--- config.mk ---
export PLATFORM = sky130hd
export DESIGN_NAME = onehot_addr_sequencer
export DESIGN_NICKNAME = d
export VERILOG_FILES = /design/src/rtl/onehot_addr_sequencer.sv
export SDC_FILE = /design/constraint.sdc
export NUM_CORES = 1
export LEC_CHECK = 0
export BUFFER_PORTS_ARGS = -buffer_cell sky130_fd_sc_hd__buf_2
export CAP_MARGIN = 10
export CORE_ASPECT_RATIO = 2
export CORE_MARGIN = 2
export CORE_UTILIZATION = 30
export DETAILED_ROUTE_END_ITERATION = 7
export PLACE_DENSITY_LB_ADDON = 0.3
export SLEW_MARGIN = 20
export SYNTH_ARGS = -nofsm -noshare
export SYNTH_HDL_FRONTEND = slang
export SYNTH_SLANG_ARGS = --single-unit
--- constraint.sdc ---
create_clock -name clk -period 5.4 [get_ports clk]
set_input_delay 0.27 -clock clk [delete_from_list [all_inputs] [get_ports clk]]
set_output_delay 0.27 -clock clk [all_outputs]
set_load 0.005 [all_outputs]
--- src/rtl/onehot_addr_sequencer.sv ---
// One-hot write-address sequencer for the CNN register banks: up/down ring or one-shot stepping,
// random-position load, binary index, wrap pulse, pass counter and self-recovery from corrupted state.
module onehot_addr_sequencer #(
    parameter int unsigned WIDTH     = 15,
    parameter int unsigned RESET_POS = 14,
    parameter int unsigned ONE_SHOT  = 0,
    parameter int unsigned PASS_W    = 8,
    localparam int unsigned IDX_W    = $clog2(WIDTH)
) (
    input  logic              clk,
    input  logic              rst_n,
    input  logic              clr,
    input  logic              en,
    input  logic              dir,
    input  logic              load,
    input  logic [IDX_W-1:0]  load_idx,
    output logic [WIDTH-1:0]  count,
    output logic [IDX_W-1:0]  idx,
    output logic              wrap,
    output logic              done,
    output logic [PASS_W-1:0] pass_cnt,
    output logic              err
);

    localparam logic [IDX_W-1:0] LAST_IDX  = IDX_W'(WIDTH - 1);
    localparam logic [IDX_W-1:0] PRE_LAST  = IDX_W'(WIDTH - 2);
    localparam logic [IDX_W-1:0] RST_IDX   = IDX_W'(RESET_POS);
    localparam logic [WIDTH-1:0] RST_VEC   = WIDTH'(1) << RESET_POS;

    logic [WIDTH-1:0]  count_q, count_d;
    logic [IDX_W-1:0]  idx_q, idx_d;
    logic              wrap_q, wrap_d;
    logic              done_q, done_d;
    logic              err_q, err_d;
    logic [PASS_W-1:0] pass_q, pass_d;

    logic              onehot_ok_c;
    logic              load_ok_c;
    logic              at_top_c;
    logic              at_bot_c;
    logic              at_term_c;
    logic              lands_term_c;
    logic [IDX_W-1:0]  step_idx_c;

    // count is trusted only if exactly one bit is set; anything else triggers recovery
    assign onehot_ok_c = (count_q != '0) && ((count_q & (count_q - WIDTH'(1))) == '0);
    assign load_ok_c   = 32'(load_idx) < WIDTH;
    assign at_top_c    = (idx_q == LAST_IDX);
    assign at_bot_c    = (idx_q == '0);
    assign at_term_c   = dir ? at_bot_c : at_top_c;

    // Position after a non-wrapping step, and whether that step lands on the terminal position
    assign step_idx_c   = dir ? (idx_q - IDX_W'(1)) : (idx_q + IDX_W'(1));
    assign lands_term_c = dir ? (idx_q == IDX_W'(1)) : (idx_q == PRE_LAST);

    // Next-state selection in priority order: recovery, clr, load, step, hold
    always_comb begin
        idx_d  = idx_q;
        wrap_d = 1'b0;
        err_d  = 1'b0;
        done_d = done_q;
        pass_d = pass_q;

        if (!onehot_ok_c) begin
            idx_d  = RST_IDX;
            err_d  = 1'b1;
            done_d = 1'b0;
        end else if (clr) begin
            idx_d  = RST_IDX;
            pass_d = '0;
            done_d = 1'b0;
        end else if (load) begin
            if (load_ok_c) begin
                idx_d  = load_idx;
                done_d = 1'b0;
            end else begin
                err_d = 1'b1;
            end
        end else if (en) begin
            if (ONE_SHOT != 0) begin
                // A step past the terminal position is swallowed entirely
                if (!at_term_c) begin
                    idx_d  = step_idx_c;
                    done_d = lands_term_c;
                    if (lands_term_c) begin
                        pass_d = pass_q + PASS_W'(1);
                    end
                end
            end else begin
                if (at_term_c) begin
                    idx_d  = dir ? LAST_IDX : '0;
                    wrap_d = 1'b1;
                    pass_d = pass_q + PASS_W'(1);
                end else begin
                    idx_d = step_idx_c;
                end
            end
        end
    end

    assign count_d = WIDTH'(1) << idx_d;

    always_ff @(posedge clk or negedge rst_n) begin
        if (!rst_n) begin
            count_q <= RST_VEC;
            idx_q   <= RST_IDX;
            wrap_q  <= 1'b0;
            done_q  <= 1'b0;
            err_q   <= 1'b0;
            pass_q  <= '0;
        end else begin
            count_q <= count_d;
            idx_q   <= idx_d;
            wrap_q  <= wrap_d;
            done_q  <= done_d;
            err_q   <= err_d;
            pass_q  <= pass_d;
        end
    end

    assign count    = count_q;
    assign idx      = idx_q;
    assign wrap     = wrap_q;
    assign done     = done_q;
    assign err      = err_q;
    assign pass_cnt = pass_q;

endmodule

* Word level (Yosys, flattened, before mapping)
Index checks and enable logic that the tools add are counted.
Cells by class: magnitude comparators 1, equal/unequal tests 4, add/sub/neg operators 4, bitwise operators 1, multiplexer cells 26, reductions and logical operators 8, shifts and indexed selects 1
Operators by type and width (number):
- two-way mux 4 bit | 8
- two-way mux 8 bit | 4
- bitwise AND 15 bit | 1
- logical NOT 15 bit | 1
- nonzero test 15 bit | 1
- << shifter 1 x 4 -> 15 bit, first input constant | 1
- subtractor 15 x 1 -> 15 bit, second input constant | 1
- two-way mux 1 bit | 14
- adder 8 x 1 -> 8 bit, second input constant | 1
- adder 4 x 1 -> 4 bit, second input constant | 1
- == test 4 bit, second input constant | 1
- logical NOT 4 bit | 1
- less-than comparator 4 bit, second input constant | 1
- AND reduction 4 bit | 1
- nonzero test 2 bit | 2
- subtractor 4 x 1 -> 4 bit, second input constant | 1
- != test 3 x 2 -> 1 bit, second input constant | 1
- != test 3 bit, second input constant | 1
- != test 2 bit, second input constant | 1
- AND reduction 2 bit | 1
- logical AND 1 bit | 1
Storage, ports and cells: register bits after elaboration 30, output and inout bits 30

* Logic depth before layout (Yosys ltp)
depth after elaboration 8, depth in mapped cells 9, mapped depth without buffers 8

* Worst setup path before layout
OpenSTA, ideal clock, no wires.
kind register -> register, from reg count_q[0], in the netlist count[0], to reg pass_q[3], in the netlist pass_cnt[3], cell stages (with the launch flop) 8, setup time 95 ps, data arrival time 2594 ps, period minus slack after synthesis 2690 ps, slack 2710 ps, path buffers 1, cells stage by stage dfrtp_1 -> or4_4 -> or3_4 -> o22a_1 -> or2_1 -> buf_6 -> or4_4 -> o31ai_1
Between the ends: cells in the longest elaborated chain, start to end 5, elaborated cells on any way between the ends 6, classes of those cells add/sub (1); bitwise (1); reduce/logical (4)
RTL lines:
- start: declaration | RTL line 30 | logic [WIDTH-1:0] count_q, count_d;
- start signal: assignment | RTL line 112 | count_q <= count_d;
- subtractor 15 x 1 -> 15 bit | RTL line 46 | assign onehot_ok_c = (count_q != '0) && ((count_q & (count_q - WIDTH'(1))) == '0);
- bitwise AND 15 bit | RTL line 46
- logical NOT 15 bit | RTL line 46
- logical AND 1 bit * | RTL line 46
- AND reduction 4 bit (no source line) *
- end signal: assignment | RTL line 117 | pass_q <= pass_d;
- end: declaration | RTL line 35 | logic [PASS_W-1:0] pass_q, pass_d;
Mark *: on every way between the ends. The rest lies on a longest branch, timed or not. A chain may end at the register's enable or synchronous reset.

* Worst setup path in the final report
from reg idx_q[0], in the netlist idx[0], to reg count_q[12], in the netlist count[12]
Between the ends: cells in the longest elaborated chain, start to end 8, elaborated cells on any way between the ends 13, classes of those cells add/sub (2); eq/ne (1); shift (1); mux (8); reduce/logical (1)
RTL lines:
- start: declaration | RTL line 31 | logic [IDX_W-1:0] idx_q, idx_d;
- start signal: assignment | RTL line 113 | idx_q <= idx_d;
- adder 4 x 1 -> 4 bit (tied with other cells) | RTL line 53 | assign step_idx_c = dir ? (idx_q - IDX_W'(1)) : (idx_q + IDX_W'(1));
- two-way mux 4 bit / two-way mux 1 bit (equally long branches) | RTL line 53, 50
- two-way mux 4 bit * | RTL line 90 | if (at_term_c) begin
- two-way mux 4 bit * | RTL line 79 | end else if (en) begin
- two-way mux 4 bit * | RTL line 72 | end else if (load) begin
- two-way mux 4 bit * | RTL line 68 | end else if (clr) begin
- two-way mux 4 bit * | RTL line 64 | if (!onehot_ok_c) begin
- named net idx_d[1] | RTL line 31
- << shifter 1 x 4 -> 15 bit * | RTL line 101 | assign count_d = WIDTH'(1) << idx_d;
- named net count_d[12] | RTL line 30
Mark *: on every way through the listed nets, which the timed path passes. The rest lies on a longest branch.

==> impl_metrics.yaml <==
floorplan:
  dieArea_um2: 6301
  die_h_um: 110.3
  start_util_pct: 31.26
  die_x_um: 57.14
  core_um2: 5420
  io_pins: 40
  rows: 38
logic_synthesis:
  yosys.area.top_type: "dfrtp_1"
  yosysTopAreaCellShare_pct: 36.93
  syn_area_per_cell_um2: 9.412
  yosys-top-cells-count: "dfrtp_1 (25), o21ai_0 (15), nor2_1 (14)"
  synthCells: 180
  yosysUniqueCellTypes: 51
  syn_area_um2: 1694
  synth-seq-cells: 29
  syn_nets: 194
  synthArstFlopShare_pct: 100.0
  yosys_warnings: 0
  ys.flop_type: "dfrtp_1"
  post-synth-top-count-cell: "dfrtp_1"
  synth_area_leaders: "dfrtp_1 (37%), dfstp_2 (6.2%), o21ai_0 (4.4%)"
  yosysSeqAreaShare_pct: 43.13
  synth-edff-count: 0
critical_path:
  critPathCaptureType: "flip-flop"
  start_kind: "flip-flop"
  rr_endpoint: "count[12]"
  timing.rr.start: "idx[0]"
  max_stage_delay_ns: 0.75
  critPathArrivalTime_ns: 3.28
  regToRegSetupSlack_ns: 2.29
  crit_path_start: "idx[0]"
  cp.required_ns: 5.57
  reg2reg_depth: 7
  path_cells: "inv_1 -> fa_1 -> o21bai_1 -> a221oi_1 -> a311oi_1 -> nand3_1 -> nor4_1"
  setup.worst_path.class: "reg -> reg"
  slowest_stage: "a311oi_1"
  crit_fanout: 10
placement:
  hpwl_um: 3394
  place_congestion: 0.7640
  port_buffers: 38
  post-place-ws_ns: 2.306
routing:
  drt-total-wl_um: 4513
  antenna_left: 0
  wire_per_inst_um: 16.18
  drcViolationCount: 0
  dr_total_vias: 1565
  avgViaCountPerCell: 5.609
  top_layer: "met4"
  wl_met1_um: 1709
  drt_iter0_markers: 23
  dr.pass1.iters: 4
  met2_length_um: 2443
  wl_met3_um: 175
power_and_ir_drop:
  power_density_nw_per_um2: 459.8
  p_leak_nw: 0.9574
  ir_drop_uv: 282.0
global_routing:
  overflow: 0
  grt_pass1_wl_um: 7044
  grt_pass1_vias: 1496
  grt_max_degree: 30
  track_usage_pct: 14.87
  antenna_found_initial: 0
sta:
  slew_viol_final: 0
  hold_viol: 2
  relSlewSlack_pct: 39.35
  tightest_slew_ns: 0.9037
  clock.fmax_mhz: 321.4
  setup_viol: 0
  fin_tns_setup_ns: 0
  rsz0062_at_grt: "false"
  finClkSkew_ns: 0.003680
  layout_min_cycle_time_ns: 3.111
  timing.final.crit_share_pct: 57.62
  worst_slack_ns: 2.289
  hold_slack_ns: -0.004295
clock_tree:
  cts_tree: "yes"
  cts_resized: 0
  hold_buffers: 0
  cts_root_buf: "clkbuf_8"
  clk_path_buf_depth: 2
  cts-buffers-inserted: 5
  cts.sinks: 29
  clkLatencyLatePin_ns: 0.28
  ctsHtreeMaxLevel: 2
  cts.clk_slew.worst_paths_ns: 0.07
  post-cts-setup-buffers: 0
finish:
  seq_area_um2: 730.7
  nets: 232
  drive_gt1_share_pct: 26.94
  multi_input_area_um2: 887.1
  antenna_cells: 0
  final_util_pct: 37.63
  area_growth_syn_to_layout_pct: 20.38
  fillers: 586
run:
  maxCapViolations: 0
run_status:
  violations: "hold timing"
  status: "finished with violations"
min_path:
  hp-class: "in -> async"
[final cells by class]
type | count | area share (%)
inverter | 9 | 1.656
multi-input combinational | 134 | 43.50
clock buffer | 5 | 3.374
timing repair buffer | 39 | 9.693
sequential | 29 | 35.83
clock inverter | 3 | 2.270
tap | 60 | 3.681
[metrics by stage]
step / power, mW / area [um2] / cells
finish: 0.9377 / 2039 / 279
global route: 1.006 / 2039 / 279
CTS: 0.9473 / 2039 / 279
detailed placement: 0.7159 / 1924 / 271
global placement: 0.7128 / 1924 / 271
floorplan: 0.5985 / 1694 / 180
[metal layers]
layer	vias up	global-route usage, %
li1	767	-
met1	746	15.00
met2	41	26.68
met3	11	2.217
met4	0	11.46
met5	-	0
[worst max-delay path by stage]
stage,end,slack [ns],cells after the start
6_report,count[12],2.29,7
5_1_grt,count[12],2.00,7
4_1_cts,count[12],2.28,7
3_5_place_dp,count[4],2.31,7
3_3_place_gp,count[12],2.28,7
2_1_floorplan,pass_cnt[3],2.71,7
[registers in the layout, indices dropped and copies added, names as in the netlist]
name and count:
pass_cnt 8, wrap 1, idx 4, err 1, count 15
[placed cells by master, fill, tap and decap left out, types with 2 or more instances in the layout]
master / count
o41ai_1: 6
nand4b_1: 5
o21ai_0: 15
nor2_1: 14
or2_1: 2
a21oi_1: 7
and3b_1: 2
nor4_1: 8
or3_1: 2
buf_2: 38
inv_1: 9
a211o_1: 2
ha_1: 3
nor3_1: 8
a21boi_0: 2
a311oi_1: 2
nand3_1: 4
nand2_1: 11
nor4b_1: 2
dfrtp_1: 25
or3_2: 2
nand4_1: 3
o21bai_1: 3
nand2b_1: 2
or4_4: 2
a211oi_1: 5
dfstp_2: 4
clkbuf_8: 5
a221oi_1: 2
[cells by family (layout without fill, tap and decap cells)]
logic type,Yosys count,after routing,share of synthesized area (%)
buffers and inverters,17,56,4.505
AO/OA/AOI/OAI,52,52,21.34
XOR/XNOR,2,2,1.034
adder cells (fa/ha/maj),4,4,3.398
multiplexers,1,1,0.5909
AND/OR/NAND/NOR,74,74,25.78
flip-flops,29,29,43.13
other,1,1,0.2214
[where the power goes]
group	total [mW]	switching, mW	internal, mW
sequential	0.321	0.0535	0.267
combinational	0.392	0.239	0.152
clock	0.226	0.0878	0.138
[critical path: cells and delay by family, from the launching register on]
kind / cells / cell delay [ns]
compound gates: 3 / 0.96
fa+ha+maj: 1 / 0.50
buf+inv: 1 / 0.13
flops: 1 / 0.53
simple gates: 2 / 0.86
Note: power is estimated with default switching activity, not from simulation.
